### config.mk
export PLATFORM = sky130hd
export DESIGN_NAME = calc_exec_sequencer
export DESIGN_NICKNAME = d
export VERILOG_FILES = /design/src/rtl/calc_pkg.sv /design/src/rtl/calc_serial_alu.sv /design/src/rtl/calc_exec_sequencer.sv
export SDC_FILE = /design/constraint.sdc
export NUM_CORES = 1
export LEC_CHECK = 0
export BUFFER_PORTS_ARGS = -buffer_cell sky130_fd_sc_hd__clkbuf_2
export CELL_PAD_IN_SITES_DETAIL_PLACEMENT = 2
export CELL_PAD_IN_SITES_GLOBAL_PLACEMENT = 2
export CORE_UTILIZATION = 38
export DETAILED_ROUTE_END_ITERATION = 10
export PLACE_DENSITY_LB_ADDON = 0.1
export SLEW_MARGIN = 20
export SYNTH_ARGS = -nofsm -noshare
export SYNTH_HDL_FRONTEND = slang
export SYNTH_SLANG_ARGS = --single-unit
### constraint.sdc
create_clock -name Clock -period 5.14 [get_ports Clock]
set_clock_uncertainty 0.1 [all_clocks]
set_input_delay 0.257 -clock Clock [delete_from_list [all_inputs] [get_ports Clock]]
set_output_delay 0.257 -clock Clock [all_outputs]
set_load 0.01 [all_outputs]
### src/rtl/calc_pkg.sv
// rtl/calc_pkg.sv - shared calculator types: FSM states, operation codes, key codes
package calc_pkg;

    localparam int CALC_WIDTH = 8;

    typedef enum logic [1:0] {
        IDLE  = 2'd0,
        LOAD  = 2'd1,
        SHIFT = 2'd2,
        DONE  = 2'd3
    } calc_state_t;

    localparam logic OP_ADD = 1'b0;
    localparam logic OP_SUB = 1'b1;

    typedef enum logic [2:0] {
        ADD      = 3'd0,
        SUB      = 3'd1,
        IGUAL    = 3'd2,
        SAVE     = 3'd3,
        RECOVERY = 3'd4
    } calc_key_t;

endpackage

### src/rtl/calc_serial_alu.sv
// rtl/calc_serial_alu.sv - bit-serial full adder with carry flop and MSB carry-in capture
module calc_serial_alu (
    input  logic clk,
    input  logic clr,
    input  logic load,
    input  logic carryInit,
    input  logic en,
    input  logic last,
    input  logic a,
    input  logic b,
    output logic sum,
    output logic carryOut,
    output logic msbCarryIn
);

    logic carry;

    assign sum      = a ^ b ^ carry;
    assign carryOut = carry;

    always_ff @(posedge clk or posedge clr) begin
        if (clr) begin
            carry      <= 1'b0;
            msbCarryIn <= 1'b0;
        end else if (load) begin
            carry      <= carryInit;
            msbCarryIn <= 1'b0;
        end else if (en) begin
            carry <= (a & b) | (a & carry) | (b & carry);
            // The carry entering the MSB is needed later for signed overflow.
            if (last) begin
                msbCarryIn <= carry;
            end
        end
    end

endmodule

### src/rtl/calc_exec_sequencer.sv
// rtl/calc_exec_sequencer.sv - "=" step: bit-serial add/sub, result publish, memory write arbiter
module calc_exec_sequencer
    import calc_pkg::*;
#(
    parameter int WIDTH = CALC_WIDTH
) (
    input  logic             Clock,
    input  logic             clearIn,
    input  logic             start,
    input  logic [WIDTH-1:0] numberA,
    input  logic [WIDTH-1:0] numberB,
    input  logic             operation,
    input  logic             autoSave,
    input  logic             memWrReq,
    input  logic [WIDTH-1:0] memWrData,
    output logic [WIDTH-1:0] result,
    output logic             resultValid,
    output logic             overflow,
    output logic             busy,
    output logic [WIDTH-1:0] memory,
    output logic             memWrAck
);

    localparam int CW = (WIDTH > 1) ? $clog2(WIDTH) : 1;
    localparam logic [CW-1:0] LAST_BIT = CW'(WIDTH - 1);

    calc_state_t      state, stateNext;
    logic [WIDTH-1:0] aReg, bReg, sumReg;
    logic [CW-1:0]    bitCnt;
    logic             saveReg, pending;
    logic             startOk, lastBit, resultWrite;
    logic             aluSum, carryOut, msbCarryIn;

    assign startOk     = (state == IDLE) && start;
    assign lastBit     = (bitCnt == LAST_BIT);
    assign busy        = (state != IDLE);
    assign resultWrite = (state == DONE) && saveReg;

    calc_serial_alu u_alu (
        .clk        (Clock),
        .clr        (clearIn),
        .load       (startOk),
        .carryInit  (operation == OP_SUB),
        .en         (state == SHIFT),
        .last       (lastBit),
        .a          (aReg[0]),
        .b          (bReg[0]),
        .sum        (aluSum),
        .carryOut   (carryOut),
        .msbCarryIn (msbCarryIn)
    );

    always_ff @(posedge Clock or posedge clearIn) begin
        if (clearIn) begin
            state <= IDLE;
        end else begin
            state <= stateNext;
        end
    end

    always_comb begin
        stateNext = state;
        case (state)
            IDLE:    if (start) stateNext = LOAD;
            LOAD:    stateNext = SHIFT;
            SHIFT:   if (lastBit) stateNext = DONE;
            DONE:    stateNext = IDLE;
            default: stateNext = IDLE;
        endcase
    end

    always_ff @(posedge Clock or posedge clearIn) begin
        if (clearIn) begin
            aReg        <= '0;
            bReg        <= '0;
            sumReg      <= '0;
            bitCnt      <= '0;
            saveReg     <= 1'b0;
            result      <= '0;
            resultValid <= 1'b0;
            overflow    <= 1'b0;
        end else begin
            case (state)
                IDLE: begin
                    if (start) begin
                        aReg        <= numberA;
                        bReg        <= (operation == OP_SUB) ? ~numberB : numberB;
                        saveReg     <= autoSave;
                        resultValid <= 1'b0;
                    end
                end
                LOAD: bitCnt <= '0;
                SHIFT: begin
                    aReg   <= aReg >> 1;
                    bReg   <= bReg >> 1;
                    sumReg <= {aluSum, sumReg[WIDTH-1:1]};
                    bitCnt <= bitCnt + 1'b1;
                end
                DONE: begin
                    result      <= sumReg;
                    overflow    <= msbCarryIn ^ carryOut;
                    resultValid <= 1'b1;
                end
                default: ;
            endcase
        end
    end

    // SAVE from the key FSM always wins; a colliding result write is deferred one cycle.
    always_ff @(posedge Clock or posedge clearIn) begin
        if (clearIn) begin
            memory   <= '0;
            memWrAck <= 1'b0;
            pending  <= 1'b0;
        end else begin
            memWrAck <= 1'b0;
            if (memWrReq) begin
                memory   <= memWrData;
                memWrAck <= 1'b1;
                if (resultWrite) begin
                    pending <= 1'b1;
                end
            end else if (resultWrite) begin
                memory   <= sumReg;
                memWrAck <= 1'b1;
                pending  <= 1'b0;
            end else if (pending) begin
                memory   <= result;
                memWrAck <= 1'b1;
                pending  <= 1'b0;
            end
        end
    end

endmodule

Word-level counts from Yosys, hierarchy flattened
Index checks and enable logic that the tools add are counted.
- $add $sub $neg: 1
- equal/unequal tests: 7
- multiplexer cells: 24
- bitwise operators: 9
- reductions and logical operators: 15
- operators by type and width (cell ; number):
    8-bit 2-to-1 mux ; 6
    8-bit case mux with 2 select lines ; 2
    2-bit nonzero test ; 6
    1-bit 2-to-1 mux ; 11
    2-bit AND reduction ; 5
    8-bit NOT ; 1
    2-bit case mux with 4 select lines ; 1
    3-bit case mux with 2 select lines ; 1
    2-bit == test (second input constant) ; 2
    2-bit 2-to-1 mux ; 2
    2-bit inequality test (second input constant) ; 2
    3-bit by 1-bit adder with 3-bit output (second input constant) ; 1
    1-bit bitwise AND ; 3
    3-bit == test (second input constant) ; 1
    3-bit nonzero test ; 1
    1-bit XOR ; 3
    2-bit by 1-bit == test with 1-bit output (second input constant) ; 1
    1-bit logical AND ; 2
    2-bit zero test ; 1
    2-bit by 1-bit inequality test with 1-bit output (second input constant) ; 1
    1-bit OR ; 2
    1-bit case mux with 2 select lines ; 1
- bits in registers: 52
- input bits: 30

Longest topological paths before layout
Gate-level depths: netlist of the first run.
- depth after elaboration: 5
- mapped depth: 6

By module
A second synthesis of the first run with hierarchy kept.
- cells, all modules: 204
- area, all modules: 2417.3 µm²
- by module, submodules not included (module ; instances ; cells an instance ; area each (µm²)):
    calc_exec_sequencer ; 1 ; 194 ; 2304.7
    calc_serial_alu ; 1 ; 10 ; 112.6

Least setup slack after synthesis of the first run
Ideal clock, no wire load.
- path type: reg-to-reg
- start point: register state[0]
- end point: register bReg[7]
- library setup time: 0.133 ns
- data arrival time: 1.386 ns
- data required time: 4.907 ns
- slack: 3.521 ns
- cell stages (with the launch flop): 6
- path through: dfrtp_1 -> inv_1 -> ha_1 -> mux2i_1 -> clkbuf_1 -> o31ai_1
- longest elaborated chain between the ends: 3
- elaborated cells between the ends (all ways): 6
- RTL lines (item ; RTL line ; RTL):
    start, declared ; calc_exec_sequencer.sv:27 ; calc_state_t state, stateNext;
    start signal, assigned ; calc_exec_sequencer.sv:57 ; state <= stateNext;
    2-bit == test / 2-bit zero test (equally long branches) ; calc_exec_sequencer.sv:83 ; case (state)
    2-bit nonzero test (no line) / 2-bit inequality test (equally long branches) ; -- ;
    2-bit AND reduction (no line) ; -- ;
    end signal, assigned ; calc_exec_sequencer.sv:87 ; bReg <= (operation == OP_SUB) ? ~numberB : numberB;
    end signal, assigned ; calc_exec_sequencer.sv:95 ; bReg <= bReg >> 1;
    end, declared ; calc_exec_sequencer.sv:28 ; logic [WIDTH-1:0] aReg, bReg, sumReg;
Parallel ways exist; a longest one is shown, timed or not.
A chain may end at the register's enable or synchronous reset.

Final worst setup path of the first run
- start point: register state[1]
- end point: register memory[3]
- longest elaborated chain between the ends: 4
- elaborated cells between the ends (all ways): 5
- RTL lines (item ; RTL line ; RTL):
    2-bit == test (*) ; calc_exec_sequencer.sv:37 ; assign resultWrite = (state == DONE) && saveReg;
    1-bit logical AND (*) ; calc_exec_sequencer.sv:37 ;
    8-bit 2-to-1 mux ; calc_exec_sequencer.sv:123 ; end else if (resultWrite) begin
    8-bit 2-to-1 mux ; calc_exec_sequencer.sv:117 ; if (memWrReq) begin
    end signal, assigned ; calc_exec_sequencer.sv:118 ; memory <= memWrData;
    end signal, assigned ; calc_exec_sequencer.sv:124 ; memory <= sumReg;
    end signal, assigned ; calc_exec_sequencer.sv:128 ; memory <= result;
    end, declared ; calc_exec_sequencer.sv:20 ; output logic [WIDTH-1:0] memory,
Every way passes the cells marked *; elsewhere a longest branch is shown, timed or not.

==> results.cfg, run 1 <==
[run_status]
status = finished, violations left
violations = hold timing

[final_layout]
layout_common_cells = dfrtp_1 (52), clkbuf_2 (49), mux2i_1 (26), nand2_1 (20), o21ai_1 (17)
fillCellCount = 676
design_area_um2 = 2910
area_growth_pct = 19.0
antennaDiodeCount = 0
finalNetCount = 294
final-seq-area_um2 = 1300
final_cells = 331
multi_input_area_um2 = 1060
final_common_cell = dfrtp_1
drive_gt1_frac = 0.344

[synth]
yosysWarnings = 0
synth.mux.area_fraction = 0.193
synth_compound_area_frac = 0.107
ys_types = 25
synth_area_um2 = 2450
synth-seq-area-share = 0.531
netlist_instances = 206
synth_simple_gate_area_frac = 0.0496
synth.avg_cell_area_um2 = 11.9
synth_xor_area_frac = 0.0322
synthAdderAreaFrac = 0.0491
ys_ff_latch = 52
synth_nets = 245
synth_top_family_by_area = multiplexers

[power]
power_mw = 1.91
p_leak_nw = 1.43
power_density_nw_per_um2 = 654
vdd_ir_drop_max_mv = 0.250

[clock_tree]
cts_root_buffer = clkbuf_8
cts_made_buffers = 5
cts_tree = yes
cts_hold_buf = 0
cts_setup_buffers = 0
insertion_delay_ns = 0.31
numClockSinks = 52
htreeDepth = 2
path_clk_slew_ns = 0.10
ctsResizeCount = 0
cts_buffer_depth = 2

[global_routing]
grtUsageMet3 = 0.0462
grt_util_met2 = 0.317
grt_most_used_layer = met2
grt_max_degree = 53
grt_usage = 0.183
overflow = 0
grt_pass1_vias = 1803
grt_pass1_wl_um = 8990
antenna_found_initial = 0
grt.met1_usage = 0.228

[die]
num_rows = 28
die_y_um = 82.3
ioPinCount = 50
core_um2 = 6060
die-area_um2 = 6770
start_util = 0.404
die_width_um = 82.3

[place]
place_congestion = 0.686
dpl.hpwl_um = 3900
portBuffers = 49
dpl-instance-area_um2 = 2760
dp_cells = 323
place_ws_ns = 3.16

[routing]
first_iter_violations = 25
ant_nets = 0
wl_per_cell_um = 16.6
wl_um = 5500
route.vias.total = 1683
viasPerCell = 5.08
route.detailed.drc = 0
firstDrtPassIters = 2

[job]
cap_violations = 0

[setup_path]
r2r_end = memory[3]
crit_fanout = 11
worstPathArrival_ns = 2.06
endpoint_kind = flip-flop
cp_data_required_time_ns = 5.24
r2r-start = state[1]
worst_r2r_path_depth = 4
critPathLaunchType = flip-flop
path_class = reg -> reg
ff2ff_setup_slack_ns = 3.17

[timing]
fin_ws_ns = 3.17
setup_viol = 0
rsz0062_at_grt = no
hold_viol = 11
hold_ws_ns = -0.00772
maxSlewViolCount = 0
relSlewSlack = 0.554
fin_tns_setup_ns = 0
fin_crit_sh = 0.382
max_freq_ghz = 0.509
tightest_slew_ns = 0.669
finalCriticalPeriod_ns = 1.97

[hold_path]
hold_class = in -> async
## cell families (layout without fill, tap and decap cells)
group / count (synthesis) / in the layout
xor gates and xnor gates: 9 / 9
muxes: 45 / 45
AOI/OAI and AO/OA: 43 / 43
and+or+nand+nor: 29 / 29
adders and majority gates: 9 / 9
DFF: 52 / 52
buffers and inverters: 19 / 69
## cells in the mapped netlist
cell type	count	area, µm²
clkbuf_1	3	11.3
a21oi_1	8	40.0
nand3_1	2	10.0
inv_1	8	30.0
a211o_1	1	8.76
xnor2_1	2	17.5
inv_2	1	3.75
o21ai_1	17	85.1
and2_4	1	8.76
nor2b_1	1	6.26
mux2i_1	27	270
and3_1	1	6.26
buf_6	2	22.5
a21oi_2	8	70.1
mux2_1	2	22.5
fa_1	1	20.0
nor2_1	4	15.0
ha_1	8	100
nand2_1	20	75.1
buf_2	5	25.0
mux2_2	16	180
o22ai_1	8	50.1
o31ai_1	1	7.51
xor2_1	7	61.3
dfrtp_1	52	1300
## worst max path at each step
stage,start,to,slack [ns],cells after the start
after floorplan,state[0],bReg[7],3.52,5
final,state[1],memory[3],3.17,4
after global routing,state[1],memory[3],3.01,4
after CTS,state[1],memory[3],3.13,4
after global placement,state[1],memory[7],3.20,4
after detailed placement,state[1],memory[2],3.16,4
## worst max-delay path, stage by stage (launching register included)
cell	delay, ns
dfrtp_1	0.47
ha_1	0.52
a211o_1	0.40
and2_4	0.29
a21oi_2	0.07
## metrics by stage
step | hold WS [ns] | utilization
2_1_floorplan | 0.244 | -
3_3_place_gp | 0.369 | 0.455
3_5_place_dp | 0.370 | 0.455
4_1_cts | 0.0188 | 0.481
5_1_grt | 0.0375 | 0.481
6_report | -0.00772 | 0.481
## sequential cells by signal (all words and copies together), names as in the netlist, 2 cells and up
register,cells
state,2
aReg,8
sumReg,8
memory,8
bReg,8
result,8
bitCnt,3
## per-layer routing
layer  vias to the layer above  part of all wire
met5                         -                 0
met1                       832              0.45
li1                        809                 -
met2                        38              0.51
met4                         0            0.0053
met3                         4             0.038
## where the power goes
| group | total [mW] | leakage (nW) | internal, mW | switching (mW) |
|---|---|---|---|---|
| Clock | 0.384 | 0.0784 | 0.243 | 0.141 |
| Combinational | 0.783 | 0.710 | 0.361 | 0.422 |
| Sequential | 0.739 | 0.637 | 0.598 | 0.141 |
## cell type report
class                   instances  area share
clock buffers                   5      0.0236
well taps                      75      0.0322
clock inverters                 3      0.0309
flip-flops and latches         52       0.447
inverters                       9      0.0116
repair buffers                 52      0.0919
multi-input cells             135       0.363
(Power assumes the default switching activity.)
==> run 2: changes to the inputs <==
CORE_UTILIZATION = 35   (was 38)
clock period = 2 ns   (was 5.14 ns; I/O delays follow)
==> run 2 against run 1 <==
- cell count grew 13%
- hold slack better by 0.035 ns
- the flow now finishes without violations
- final area increased by 8.0%
- flip-flop and latch count did not move
- worst setup slack got worse by 3.0 ns
- critical path type unchanged
- core utilization fell by 1.8 points
- count of clock-buffer cells in the layout unchanged
- global-route usage is 2.1 points lower
- clock power grew 96%
==> results.cfg, run 2 (synthesis gave the netlist of run 1 again) <==
[run_status]
status = completed

[die]
core_um2 = 6790
die_width_um = 85.6
ioPinCount = 50
die-area_um2 = 7330
die_y_um = 85.6
start_util = 0.360
num_rows = 30

[routing]
route.detailed.drc = 0
ant_nets = 0
first_iter_violations = 25
wl_um = 5490
wl_per_cell_um = 14.7
viasPerCell = 4.70
route.vias.total = 1758
firstDrtPassIters = 5

[timing]
max_freq_ghz = 0.552
fin_crit_sh = 0.906
tightest_slew_ns = 0.439
finalCriticalPeriod_ns = 1.81
hold_viol = 0
fin_tns_setup_ns = 0
relSlewSlack = 0.707
setup_viol = 0
maxSlewViolCount = 0
rsz0062_at_grt = no

[final_layout]
area_growth_pct = 28.5
antennaDiodeCount = 0
drive_gt1_frac = 0.327
fillCellCount = 707
layout_common_cells = dfrtp_1 (52), clkbuf_2 (49), mux2i_1 (26), nand2_1 (20), dlygate4sd3_1 (19)
finalNetCount = 316
final_common_cell = dfrtp_1

[global_routing]
grt_max_degree = 31
grt_pass1_wl_um = 9240
overflow = 0
antenna_found_initial = 0
grt_usage = 0.161
grt_pass1_vias = 1953

[setup_path]
endpoint_kind = flip-flop
worst_r2r_path_depth = 5
ff2ff_setup_slack_ns = 0.19
critPathLaunch = state[0]
path_class = reg -> reg
setup.worst_path.end = state[1]
r2r-start = state[0]
cp_data_required_time_ns = 2.11
critPathLaunchType = flip-flop
worstPathArrival_ns = 1.92
r2r_end = state[1]
crit_fanout = 6

[power]
power_mw = 4.77
p_leak_nw = 1.51
vdd_ir_drop_max_mv = 0.508
power_density_nw_per_um2 = 1520

[place]
dpl.hpwl_um = 3980
portBuffers = 49
place_congestion = 0.716

[job]
cap_violations = 0

[clock_tree]
cts_buffer_depth = 2
cts_hold_buf = 19
insertion_delay_ns = 0.32
cts_tree = yes
cts_setup_buffers = 0
cts_root_buffer = clkbuf_8
htreeDepth = 2
numClockSinks = 52
ctsResizeCount = 0
path_clk_slew_ns = 0.10
cts_made_buffers = 5

[hold_path]
hold_class = in -> reg
[run 2: cell count changes in the layout (fill, tap and decap cells not counted), sizes merged]
cell,delta
bufinv,-2
clkinvlp,+1
inv,+1
dlygate4sd3,+19
buf,+3
[run 2: report_power, final]
group / switching (mW) / total, mW / leakage [nW] / internal, mW
Sequential: 0.344 / 1.88 / 0.637 / 1.54
Clock: 0.375 / 0.753 / 0.0548 / 0.378
Combinational: 1.10 / 2.14 / 0.818 / 1.04
Total: 1.82 / 4.77 / 1.51 / 2.96
[run 2: stage by stage]
step	setup slack [ns]	std cells	hold WS, ns	util	cell area, µm²
detailed placement	0.230	347	-0.0281	0.418	2840
global route	0.0724	374	0.0491	0.463	3150
CTS	0.206	374	0.0259	0.463	3150
global placement	0.289	347	-0.0302	0.418	2840
floorplan	0.381	206	0.0867	-	2450
finish	0.189	374	0.0272	0.463	3150
[run 2: worst min path at each step]
stage / from / end / slack [ns] / cells past startpoint
after floorplan: start / u_alu.msbCarryIn / 0.09 / 1
after CTS: memWrReq / pending / 0.03 / 3
final: memWrReq / pending / 0.03 / 3
after global routing: memWrReq / pending / 0.05 / 3
after global placement: clearIn / result[1] / -0.03 / 2
after detailed placement: clearIn / sumReg[1] / -0.03 / 2
[run 2: routing by layer]
| metal | up-vias | GRT usage | share of wire |
|---|---|---|---|
| li1 | 853 | - | - |
| met1 | 864 | 0.200 | 0.44 |
| met2 | 38 | 0.291 | 0.52 |
| met3 | 3 | 0.0318 | 0.031 |
| met4 | 0 | 0.0364 | 0.0093 |
| met5 | - | 0 | 0 |
[run 2: final cells by class]
| cell class | count | area (µm²) | area share |
|---|---|---|---|
| timing repair buffer | 74 | 518 | 0.165 |
| sequential | 52 | 1300 | 0.414 |
| clock inverter | 3 | 46.3 | 0.0147 |
| multi-input combinational | 135 | 1060 | 0.336 |
| tap | 96 | 120 | 0.0382 |
| clock buffer | 5 | 68.8 | 0.0219 |
| inverter | 9 | 33.8 | 0.0107 |
[run 2: critical path, stage by stage, from the launching register on]
cell	delay, ns
dfrtp_1	0.42
inv_1	0.16
ha_1	0.31
nor2b_1	0.27
a21oi_1	0.12
mux2_1	0.33
